$ cat src/rtl/loader_pkg.sv
// Shared definitions for the serial program loader: state encoding,
// frame sync byte, LED patterns and small state-decoding helpers.
package loader_pkg;

   typedef enum logic [3:0] {
      ST_IDLE   = 4'd0,
      ST_SYNC   = 4'd1,
      ST_CNT_H  = 4'd2,
      ST_CNT_L  = 4'd3,
      ST_DATA_H = 4'd4,
      ST_DATA_L = 4'd5,
      ST_WRITE  = 4'd6,
      ST_CHK    = 4'd7,
      ST_DONE   = 4'd8,
      ST_ERROR  = 4'd9
   } state_t;

   localparam logic [7:0] SYNC_BYTE  = 8'hA5;

   localparam logic [7:0] LED_IDLE   = 8'h00;
   localparam logic [7:0] LED_SYNC   = 8'h01;
   localparam logic [7:0] LED_CNT    = 8'h02;
   localparam logic [7:0] LED_DATA   = 8'h04;
   localparam logic [7:0] LED_WRITE  = 8'h08;
   localparam logic [7:0] LED_CHK    = 8'h10;
   localparam logic [7:0] LED_DONE   = 8'h80;
   localparam logic [7:0] LED_ERROR  = 8'hF0;

   // LED pattern shown for a given state.
   function automatic logic [7:0] status_of(input state_t s);
      logic [7:0] led;
      case (s)
         ST_IDLE:            led = LED_IDLE;
         ST_SYNC:            led = LED_SYNC;
         ST_CNT_H, ST_CNT_L: led = LED_CNT;
         ST_DATA_H, ST_DATA_L: led = LED_DATA;
         ST_WRITE:           led = LED_WRITE;
         ST_CHK:             led = LED_CHK;
         ST_DONE:            led = LED_DONE;
         ST_ERROR:           led = LED_ERROR;
         default:            led = LED_ERROR;
      endcase
      return led;
   endfunction

   // States in which the inter-byte idle timeout is running.
   function automatic logic is_timed(input state_t s);
      return (s inside {ST_CNT_H, ST_CNT_L, ST_DATA_H, ST_DATA_L, ST_WRITE, ST_CHK});
   endfunction

endpackage

$ cat src/rtl/loader_timeout.sv
// Inter-byte idle timer. Reloaded with TIMEOUT by 'load'; every 'tick'
// consumes one idle cycle. 'expire' flags the tick that uses up the last
// allowed idle cycle, so the owner can leave on that same edge.
module loader_timeout #(
   parameter int unsigned TIMEOUT = 1_000_000
) (
   input  logic clk,
   input  logic reset,
   input  logic load,
   input  logic tick,
   output logic expire
);

   localparam int unsigned CW = $clog2(TIMEOUT + 1);

   logic [CW-1:0] remain_reg;

   // Down-counter of idle cycles still allowed; saturates at zero.
   always_ff @(posedge clk or negedge reset) begin
      if (!reset) begin
         remain_reg <= CW'(TIMEOUT);
      end else if (load) begin
         remain_reg <= CW'(TIMEOUT);
      end else if (tick && (remain_reg != '0)) begin
         remain_reg <= remain_reg - CW'(1);
      end
   end

   // Zero is included so a timer that ran out while ignored still fires.
   assign expire = tick && (remain_reg <= CW'(1));

endmodule

$ cat src/rtl/prog_loader.sv
// Serial program loader: hunts for the sync byte, reads a big-endian word
// count, assembles 16-bit words from byte pairs, writes them to program
// memory and releases the CPU only after the XOR checksum matches.
module prog_loader
   import loader_pkg::*;
#(
   parameter logic [15:0] BASE_ADR = 16'h0000,
   parameter int unsigned DEPTH    = 256,
   parameter int unsigned TIMEOUT  = 1_000_000
) (
   input  logic        clk,
   input  logic        reset,
   input  logic [7:0]  rx_data,
   input  logic        rx_valid,
   input  logic        start,
   output logic [15:0] mem_adr,
   output logic [15:0] mem_din,
   output logic        mw_en,
   output logic        cpu_hold,
   output logic        busy,
   output logic        err,
   output logic [7:0]  status
);

   state_t      state_reg;
   logic [7:0]  cnt_hi_reg;
   logic [15:0] word_cnt_reg;
   logic [15:0] idx_reg;
   logic [7:0]  hi_reg;
   logic [7:0]  xor_reg;
   logic [7:0]  hold_reg;
   logic        hold_valid_reg;
   logic        mw_en_reg;
   logic [15:0] mem_adr_reg;
   logic [15:0] mem_din_reg;

   logic        byte_avail;
   logic [7:0]  byte_val;
   logic [15:0] cnt_value;
   logic        cnt_bad;
   logic        tmo_load;
   logic        tmo_tick;
   logic        tmo_expire;

   // A byte caught during WRITE is replayed from the holding register on
   // the following cycle; only DATA_H and CHK can follow WRITE.
   assign byte_avail = rx_valid | hold_valid_reg;
   assign byte_val   = hold_valid_reg ? hold_reg : rx_data;

   assign cnt_value  = {cnt_hi_reg, rx_data};
   assign cnt_bad    = (cnt_value == 16'd0) || (32'(cnt_value) > DEPTH);

   // Any accepted byte, or any untimed state, restarts the idle window.
   assign tmo_load   = byte_avail || !is_timed(state_reg);
   assign tmo_tick   = !tmo_load;

   loader_timeout #(
      .TIMEOUT (TIMEOUT)
   ) u_timeout (
      .clk    (clk),
      .reset  (reset),
      .load   (tmo_load),
      .tick   (tmo_tick),
      .expire (tmo_expire)
   );

   // Frame FSM with word assembly, checksum accumulation and write strobe.
   always_ff @(posedge clk or negedge reset) begin
      if (!reset) begin
         state_reg      <= ST_IDLE;
         cnt_hi_reg     <= '0;
         word_cnt_reg   <= '0;
         idx_reg        <= '0;
         hi_reg         <= '0;
         xor_reg        <= '0;
         hold_reg       <= '0;
         hold_valid_reg <= 1'b0;
         mw_en_reg      <= 1'b0;
         mem_adr_reg    <= BASE_ADR;
         mem_din_reg    <= '0;
      end else begin
         mw_en_reg <= 1'b0;
         case (state_reg)
            ST_IDLE, ST_DONE, ST_ERROR: begin
               // A byte on the same edge as start is deliberately dropped.
               if (start) begin
                  state_reg      <= ST_SYNC;
                  idx_reg        <= '0;
                  xor_reg        <= '0;
                  hold_valid_reg <= 1'b0;
               end
            end
            ST_SYNC: begin
               if (rx_valid && (rx_data == SYNC_BYTE)) begin
                  state_reg <= ST_CNT_H;
               end
            end
            ST_CNT_H: begin
               if (rx_valid) begin
                  cnt_hi_reg <= rx_data;
                  state_reg  <= ST_CNT_L;
               end else if (tmo_expire) begin
                  state_reg <= ST_ERROR;
               end
            end
            ST_CNT_L: begin
               if (rx_valid) begin
                  word_cnt_reg <= cnt_value;
                  state_reg    <= cnt_bad ? ST_ERROR : ST_DATA_H;
               end else if (tmo_expire) begin
                  state_reg <= ST_ERROR;
               end
            end
            ST_DATA_H: begin
               if (byte_avail) begin
                  hi_reg         <= byte_val;
                  xor_reg        <= xor_reg ^ byte_val;
                  hold_valid_reg <= 1'b0;
                  state_reg      <= ST_DATA_L;
               end else if (tmo_expire) begin
                  state_reg <= ST_ERROR;
               end
            end
            ST_DATA_L: begin
               if (rx_valid) begin
                  xor_reg     <= xor_reg ^ rx_data;
                  mem_adr_reg <= BASE_ADR + idx_reg;
                  mem_din_reg <= {hi_reg, rx_data};
                  mw_en_reg   <= 1'b1;
                  state_reg   <= ST_WRITE;
               end else if (tmo_expire) begin
                  state_reg <= ST_ERROR;
               end
            end
            ST_WRITE: begin
               idx_reg <= idx_reg + 16'd1;
               if (rx_valid) begin
                  hold_reg       <= rx_data;
                  hold_valid_reg <= 1'b1;
               end
               if (tmo_expire) begin
                  state_reg <= ST_ERROR;
               end else if ((idx_reg + 16'd1) == word_cnt_reg) begin
                  state_reg <= ST_CHK;
               end else begin
                  state_reg <= ST_DATA_H;
               end
            end
            ST_CHK: begin
               if (byte_avail) begin
                  hold_valid_reg <= 1'b0;
                  state_reg      <= (byte_val == xor_reg) ? ST_DONE : ST_ERROR;
               end else if (tmo_expire) begin
                  state_reg <= ST_ERROR;
               end
            end
            default: state_reg <= ST_IDLE;
         endcase
      end
   end

   assign mw_en    = mw_en_reg;
   assign mem_adr  = mem_adr_reg;
   assign mem_din  = mem_din_reg;
   assign cpu_hold = (state_reg != ST_DONE);
   assign busy     = (state_reg inside {ST_SYNC, ST_CNT_H, ST_CNT_L, ST_DATA_H,
                                        ST_DATA_L, ST_WRITE, ST_CHK});
   assign err      = (state_reg == ST_ERROR);
   assign status   = status_of(state_reg);

endmodule

$ cat config.mk
export PLATFORM = sky130hd
export DESIGN_NAME = prog_loader
export DESIGN_NICKNAME = d
export VERILOG_FILES = /design/src/rtl/loader_pkg.sv /design/src/rtl/loader_timeout.sv /design/src/rtl/prog_loader.sv
export SDC_FILE = /design/constraint.sdc
export NUM_CORES = 1
export LEC_CHECK = 0
export CAP_MARGIN = 20
export CORE_UTILIZATION = 50
export CTS_CLUSTER_DIAMETER = 30
export CTS_CLUSTER_SIZE = 25
export DETAILED_ROUTE_END_ITERATION = 6
export PLACE_DENSITY = 0.7
export SETUP_SLACK_MARGIN = 0.15
export SYNTH_ARGS = -nofsm -noshare
export SYNTH_HDL_FRONTEND = slang
export SYNTH_HIERARCHICAL = 1
export SYNTH_SLANG_ARGS = --single-unit
$ cat constraint.sdc
create_clock -name clk -period 3.8 [get_ports clk]
set_clock_uncertainty 0.2 [all_clocks]
set_input_delay 0.76 -clock clk [delete_from_list [all_inputs] [get_ports clk]]
set_output_delay 0.76 -clock clk [all_outputs]
set_load 0.05 [all_outputs]
# Word-level counts from Yosys, hierarchy flattened
# Memory sizes are Yosys's and may differ from the RTL's.
# Index checks and enable logic that the tools add are counted.
# classes
magnitude_cmp	2
n_reduce_logical	27
n_bitwise	3
n_eq_ne	19
muxes	28
add_sub_neg	2
# op_table
operator	count
2-to-1 mux 20 bit	2
2-to-1 mux 4 bit	10
2-to-1 mux 8 bit	4
case mux 16 bit (2 select lines)	1
case mux 4 bit (8 select lines)	1
case mux 8 bit (3 select lines)	1
less-or-equal comparator 20 x 1 -> 1 bit, second input constant	1
nonzero test 20 bit	1
subtractor 20 x 1 -> 20 bit, second input constant	1
adder 16 x 1 -> 16 bit, second input constant	1
equality test 16 bit	1
equality test 4 x 3 -> 1 bit, second input constant	4
greater-than comparator 16 x 9 -> 1 bit, second input constant	1
logical NOT 16 bit	1
2-to-1 mux 16 bit	1
XOR 8 bit	2
AND reduction 2 bit	7
!= test 2 bit, second input constant	5
equality test 4 x 2 -> 1 bit, second input constant	2
equality test 4 bit, second input constant	2
equality test 8 bit	1
equality test 8 bit, second input constant	1
AND reduction 4 bit	2
nonzero test 7 bit	1
16 further kinds	27
# totals
n_memories	1
out_inout_bits	44
in_bits	12
register_bits	122
rom_bits	128
# memory_table
memory	words	word_bits	rd	rd_clocked_by_memory_dff	wr	line	rtl
(name not given)	16	8	1	0	0	loader_pkg.sv:32	case (s)

# Depth between registers and ports, before layout
# Gate-level depths: netlist (run 1).
# logic_depth
ltp_word	9
ltp_mapped	12
depth_no_buf	11

# By module
# Netlist (run 1), hierarchy kept.
# modules_own_cells
mod	cells_per_inst	area_per_inst_um2	seq_area_each_um2	instances
prog_loader	495	5282.6	2552.4	1
loader_timeout	149	1351.3	509.2	1

# Least setup slack after synthesis (run 1)
# OpenSTA, ideal clock, no wires.
# synth_path
path_type	input to register
from	input rx_valid
to	register state_reg[0]
slack_ns	0.404
t_required_ns	3.506
path_stages	10
t_arrival_ns	3.103
path_cell_list	clkbuf_1 or4_1 inv_1 o21ai_0 nor4_1 nor2_1 o32a_1 o22ai_1 nor3_1 a211oi_1
# synth_via
elab_chain_len	7
elab_cells_between_ends	15
# synth_lines
item	line	rtl
start: declaration	prog_loader.sv:14	input logic rx_valid,
OR 1 bit (*)	prog_loader.sv:47	assign byte_avail = rx_valid | hold_valid_reg;
logical OR 1 bit (*)	prog_loader.sv:54	assign tmo_load = byte_avail || !is_timed(state_reg);
net tmo_load	prog_loader.sv:41	logic tmo_load;
logical NOT 1 bit (*)	prog_loader.sv:55	assign tmo_tick = !tmo_load;
net tmo_tick	prog_loader.sv:42	logic tmo_tick;
logical AND 1 bit (*)	loader_timeout.sv:30	assign expire = tick && (remain_reg <= CW'(1));
net tmo_expire	prog_loader.sv:43	logic tmo_expire;
2-to-1 mux 4 bit	--	
2-to-1 mux 4 bit, on equally long branches	--	
case mux 4 bit (8 select lines) (*)	prog_loader.sv:83	case (state_reg)
end signal: assignment	prog_loader.sv:109	state_reg <= cnt_bad ? ST_ERROR : ST_DATA_H;
end signal: assignment	prog_loader.sv:152	state_reg <= (byte_val == xor_reg) ? ST_DONE : ST_ERROR;
end: declaration	prog_loader.sv:25	state_t state_reg;
# Mark *: on every way through the listed nets, which the timed path passes. The rest lies on a longest branch.
# A chain may end at the register's enable or synchronous reset.

# Final worst setup path (run 1)
# layout_path
from	register state_reg[3]
to	output status[4]
# layout_via
elab_chain_len	1
# layout_lines
item	line	rtl
memory read (16 x 8 bit)	--	
end: declaration	prog_loader.sv:22	output logic [7:0] status
# No other way between the ends.

==> summary.md, run 1 <==
| Metric | Value |
|---|---|
| Status | `finished, final reports clean` |
| H-Tree Depth | `4` |
| Synth Cell Area | `about 0.0066 mm2` |
| GRT Total Usage | `between 20% and 30%` |
| Main synth FF type | `dfrtp_1` |
| First-pass GRT wire length | `roughly 26000 um` |
| DRC | `0` |
| Initial Util | `51.9%` |
| Synth Instances | `644` |
| DR pass1 iterations | `5` |
| Max VDD drop | `0.000467 V` |
| CTS Root Cell | `clkbuf_16` |
| Post-DRT Antenna Nets | `0` |
| Crit-path max FO | `22` |
| Area added between synthesis and finish | `19.6%` |
| CP most frequent cell | `nor2_1` |
| Core box area | `0.0128 mm2` |
| Synth area leaders | `dfrtp_1, mux2_2, xnor2_1` |
| Die Ht | `117 um` |
| Yosys top cell by area | `dfrtp_1` |
| Lkg Pwr | `between 0.003 and 0.004 uW` |
| Chip width | `117 um` |
| TritonCTS clock tree | `done` |
| Initial antenna violation count | `0` |
| Final instance area | `~0.0079 mm2` |
| Hold_buf cts | `0` |
| RSZ-0062 raised after global routing | `no` |
| Std cell rows | `41` |
| CP peak stage delay | `0.80 ns` |
| Total CTS buffers | `17` |
| # nets final | `~700` |
| Top-count cell post-synth | `dfrtp_1` |
| Worst path top cell family by delay | `buffers and inverters` |
| Synthesized flop and latch total | `between 100 and 150` |
| Multi-input logic area | `around 0.0033 mm2` |
| Port Buf Inserts | `between 50 and 60` |
| DP Wirelength | `10700 um` |
| CP Cell Sequence | `nor2b_1 > nor2_1 > nor2_1 > clkdlybuf4s50_1` |
| Final Hold Fails | `0` |
| Routed WL | `around 15000 um` |
| CP bufs+invs | `1` |
| Synth top area share | `between 40% and 50%` |
| Later-pin clock latency in the skew report | `about 0.42 ns` |
| Hold/Removal Path Class | `input port to async pin` |
| Largest net degree at the start of global routing | `73` |
| CP max stage cell | `clkdlybuf4s50_1` |
| Vias | `5178` |
| Area of placed instances | `about 0.0074 mm2` |
| Period utilization | `between 90% and 100%` |
| Post-CTS sizing | `0` |
| Share of post-route cells with drive strength above 1 | `between 10% and 20%` |
| # diodes | `0` |
| Setup CP Type | `flop to output port` |
| Via density | `between 5 and 6` |
| Avg WL per Cell | `between 15 and 20 um` |
| Cell variety after synth | `73` |
| CTS Buffer Depth | `2` |
| Sequential fraction of the synthesis area | `approximately 46%` |
| Setup TNS | `0 ns` |
| Die ar. | `roughly 0.014 mm2` |
| Tightest Pin Transition | `0.907 ns` |
| Vias in the first global route | `between 5000 and 6000` |
| Max-Cap Viols | `0` |
| Io pins | `56` |
| Syn avg cell area | `about 10 um2` |
| Crit path required time | `~2.8 ns` |
| Async SR Flop Fraction | `100%` |
| Rel. slew slack | `39.5%` |
| Setup bufs post-CTS | `0` |
| Final Max Slew Viols | `0` |
| Clk sink count | `122` |
| Top cells by count, synth | `dfrtp_1, mux2_2, o21ai_0, nor2_1, nand2_1` |
| Final Setup Violations | `0` |
| Register area | `around 0.0031 mm2` |
| F_max | `292 MHz` |
| Max FFs per register | `20` |
| Total grt overflow | `0` |
| PD cells | `760 mW/mm2` |
| Clock Pin Slew Worst Setup and Hold Paths | `0.05 ns` |
| Critical Path AT | `2.46 ns` |
| EDFF count, synth | `0` |
| Syn_nets | `660` |
| Fillers | `between 1000 and 1500` |
| Min Tclk post-route | `between 3 and 4 ns` |
| Initial DRC count | `between 300 and 400` |
| GPL Wtd Cong | `between 0.8 and 0.9` |
| Ys Warns | `6` |
| Startpoint type of the worst setup path | `flop` |
| CP Capture Type | `output port` |
[cells by family after synthesis]
| kind of cell | synth area share (%) |
|---|---|
| buffers and inverters | 3.55 |
| AND/OR/NAND/NOR | 19.3 |
| flip-flops | 46.2 |
| AO/OA/AOI/OAI | 12.2 |
| adder cells (fa/ha/maj) | 0.754 |
| multiplexers | 13.4 |
| XOR/XNOR | 4.62 |
[per-layer routing]
layer  wire [um]  vias up  track usage [%]
li1            -     2467                -
met1        6910     2574             32.0
met2        7790      113             42.2
met3         519       24             5.15
met4         231        0             9.70
met5           0        -                0
[layout make-up]
class | count | share of cell area, %
Clock inverter | 9 | 1.58
Sequential cell | 122 | 38.6
Clock buffer | 20 | 5.63
Multi-Input combinational cell | 468 | 42.1
Timing Repair Buffer | 74 | 8.83
Tap cell | 172 | 2.71
Inverter | 12 | 0.568
[per-stage QoR]
step / utilization [%] / std cells / setup WS [ns] / power [uW] / hold WS, ns
after floorplan: - / 644 / 0.404 / 3720 / 0.244
after global placement: 57.7 / 848 / 0.243 / 4390 / 0.264
after detailed placement: 57.7 / 848 / 0.223 / 4450 / 0.274
after CTS: 62.1 / 877 / 0.352 / 6070 / 0.287
after global routing: 62.1 / 877 / 0.253 / 6340 / 0.308
final: 62.1 / 877 / 0.377 / 6030 / 0.282
[worst register-to-register path, cell delays in order, from the launching register on]
cell and delay [ns]:
dfrtp_1 0.60, or4_1 0.67, inv_1 0.21, o21ai_0 0.12, nor4_1 0.26, buf_4 0.21, nor2_1 0.07, o32a_1 0.28
o22ai_1 0.12, nor3_1 0.07, a211oi_1 0.19
[layout by cell type, fill, tap and decap left out, drive strengths merged, types with 6 or more instances in the layout]
cell type      netlist  routed
nand2               40      40
or3                 14      14
nor2b                7       7
or4                 10      10
dfrtp              115     115
nand4               16      16
o21ai               52      52
o31ai               10      10
mux2                65      65
nor2                47      47
buf                 20      21
nor3                14      14
nand2b               8       8
xnor2               32      32
inv                 12      12
nand3               16      16
a211oi               6       6
clkdlybuf4s50        0      53
dfstp                7       7
clkbuf              22      20
a21oi               26      26
nor4                18      18
mux2i               16      16
[final timing paths]
| path | start | end | slack [ns] | cells after the start |
|---|---|---|---|---|
| setup / recovery | state_reg[3] | status[4] | 0.38 | 4 |
| hold / removal | reset | mem_adr[6] | 0.28 | 1 |
| setup reg to reg | state_reg[3] | state_reg[0] | 0.71 | 10 |
| hold reg to reg | hi_reg[2] | hi_reg[2] | 0.28 | 2 |
| max in group asynchronous | reset | hold_reg[3] | 2.16 | 2 |
| min in group clk | hi_reg[2] | hi_reg[2] | 0.28 | 2 |
[report_power, final]
| part | switching, uW | internal, uW |
|---|---|---|
| Sequential | 331 | 1710 |
| Clock | 568 | 1030 |
| Combinational | 1430 | 955 |
| Total | 2330 | 3700 |
(Power assumes the default switching activity.)
==> run 2, diff against run 1 <==
--- a/config.mk
+++ b/config.mk
@@ -6,12 +6,13 @@
 export NUM_CORES = 1
 export LEC_CHECK = 0
 export CAP_MARGIN = 20
-export CORE_UTILIZATION = 50
+export CORE_UTILIZATION = 55
 export CTS_CLUSTER_DIAMETER = 30
 export CTS_CLUSTER_SIZE = 25
 export DETAILED_ROUTE_END_ITERATION = 6
-export PLACE_DENSITY = 0.7
+export PLACE_DENSITY = 0.76
 export SETUP_SLACK_MARGIN = 0.15
+export SKIP_LAST_GASP = 1
 export SYNTH_ARGS = -nofsm -noshare
 export SYNTH_HDL_FRONTEND = slang
 export SYNTH_HIERARCHICAL = 1
==> summary.md, run 2 (synthesis gave the netlist of run 1 again) <==
| Metric | Value |
|---|---|
| Port Buf Inserts | `55` |
| Routed WL | `15100 um` |
| Vias | `between 5000 and 6000` |
| Hold_buf cts | `0` |
| RSZ-0062 raised after global routing | `no` |
| Vias in the first global route | `a little over 5000` |
| Startpoint type of the worst setup path | `flop` |
| Max FFs per register | `20` |
| Reg power frac | `34.4%` |
| F_max | `between 200 and 300 MHz` |
| Post-CTS sizing | `0` |
| Largest net degree at the start of global routing | `between 50 and 60` |
| Max VDD drop | `about 0.00053 V` |
| Clock group share of total power | `between 20% and 30%` |
| Commonest non-fill, non-tap cell in the layout | `dfrtp_1` |
| Later-pin clock latency in the skew report | `slightly above 0.4 ns` |
| Period utilization | `around nine tenths` |
| Via density | `~6.2` |
| PD cells | `about 760 mW/mm2` |
| Core box area | `about 0.012 mm2` |
| Clk sink count | `between 100 and 150` |
| Final Max Slew Viols | `0` |
| Status | `finished, violations left` |
| GRT Total Usage | `between 20% and 30%` |
| Fillers | `just under 900` |
| Chip width | `roughly 110 um` |
| Most frequent cells in the layout | `dfrtp_1, mux2_2, clkdlybuf4s50_1` |
| Tightest Pin Transition | `around 0.8 ns` |
| Clock Pin Slew Worst Setup and Hold Paths | `roughly 0.06 ns` |
| Final Setup Violations | `0` |
| # nets final | `706` |
| Hold/Removal Path Class | `input port to async pin` |
| CTS Root Cell | `clkbuf_16` |
| # diodes | `0` |
| Switch share | `between 30% and 40%` |
| Combinational share of power | `39.5%` |
| Initial Util | `between 50% and 60%` |
| Lkg Pwr | `between 0.003 and 0.004 uW` |
| Int Pwr | `roughly 3600 uW` |
| Initial DRC count | `between 500 and 600` |
| TritonCTS clock tree | `done` |
| CP Capture Type | `output port` |
| DRC | `2` |
| Avg WL per Cell | `between 15 and 20 um` |
| Total grt overflow | `0` |
| Total CTS buffers | `17` |
| Max-Cap Viols | `0` |
| Share of post-route cells with drive strength above 1 | `around a fifth` |
| Die Ht | `around 110 um` |
| Final Hold Fails | `0` |
| Std cell rows | `39` |
| DR pass1 iterations | `7` |
| Rel. slew slack | `between 40% and 50%` |
| Setup bufs post-CTS | `0` |
| H-Tree Depth | `4` |
| Post-DRT Antenna Nets | `0` |
| Setup CP Type | `flop to output port` |
| Util after Layout | `roughly two thirds` |
| Crit path required time | `~2.8 ns` |
| Min Tclk post-route | `around 3.5 ns` |
| Failing checks | `design-rule violations` |
| Sw Pwr | `approximately 2400 uW` |
| Critical Path AT | `approximately 2.5 ns` |
| Post-layout power | `between 5000 and 6000 uW` |
| Initial antenna violation count | `0` |
| DP Wirelength | `roughly 10000 um` |
| Io pins | `between 50 and 60` |
| GPL Wtd Cong | `0.938` |
| Area added between synthesis and finish | `18.9%` |
| Setup TNS | `0 ns` |
| First-pass GRT wire length | `around 26000 um` |
| CTS Buffer Depth | `2` |
| Crit-path max FO | `17` |
| Die ar. | `approximately 0.013 mm2` |
-- run 2: power groups by stage --
stage | Sequential, uW | Combinational (uW) | Clock, uW
after floorplan | 2510 | 1210 | 0
after global placement | 2050 | 2290 | 0
after detailed placement | 2070 | 2350 | 0
after CTS | 2050 | 2370 | 1580
after global routing | 2110 | 2510 | 1640
final | 2050 | 2360 | 1560
-- run 2: layout make-up --
cell class / instances / area [um2] / area share [%]
Clock buffer: 21 / 470 / 5.97
Clock inverter: 11 / 113 / 1.43
Inverter: 12 / 45.0 / 0.571
Multi-Input combinational cell: 468 / 3340 / 42.4
Sequential cell: 122 / 3060 / 38.8
Tap cell: 143 / 179 / 2.27
Timing Repair Buffer: 69 / 676 / 8.57
-- run 2: worst paths after layout --
kind / startpoint / to / slack [ns] / cells after the start
max in group asynchronous: reset / mem_din[10] / 2.46 / 2
min in group clk: hi_reg[4] / hi_reg[4] / 0.28 / 2
min: reset / idx_reg[2] / 0.23 / 1
min reg2reg: hi_reg[4] / hi_reg[4] / 0.28 / 2
max reg2reg: state_reg[2] / state_reg[0] / 0.50 / 11
max: state_reg[2] / status[4] / 0.33 / 5
-- run 2: per-stage QoR --
stage	instances	instance area, um2	worst slack, ns	hold WS, ns
floorplan	644	6630	0.404	0.244
detailed placement	814	7300	0.176	0.269
global route	846	7890	0.168	0.278
finish	846	7890	0.327	0.227
global placement	814	7300	0.276	0.263
CTS	846	7890	0.346	0.251
-- run 2: routing by layer --
layer / part of all wire, % / GRT usage [%]
met5: 0 / 0
met4: 1.6 / 8.38
met3: 4.8 / 6.15
met2: 51 / 43.7
met1: 43 / 32.9
-- run 2: critical path: stages, from the launching register on --
cell and delay (ns):
dfrtp_1 0.68, nor2_1 0.16, nor2b_1 0.26, nor2_1 0.07
nor2_1 0.12, clkdlybuf4s50_1 0.81
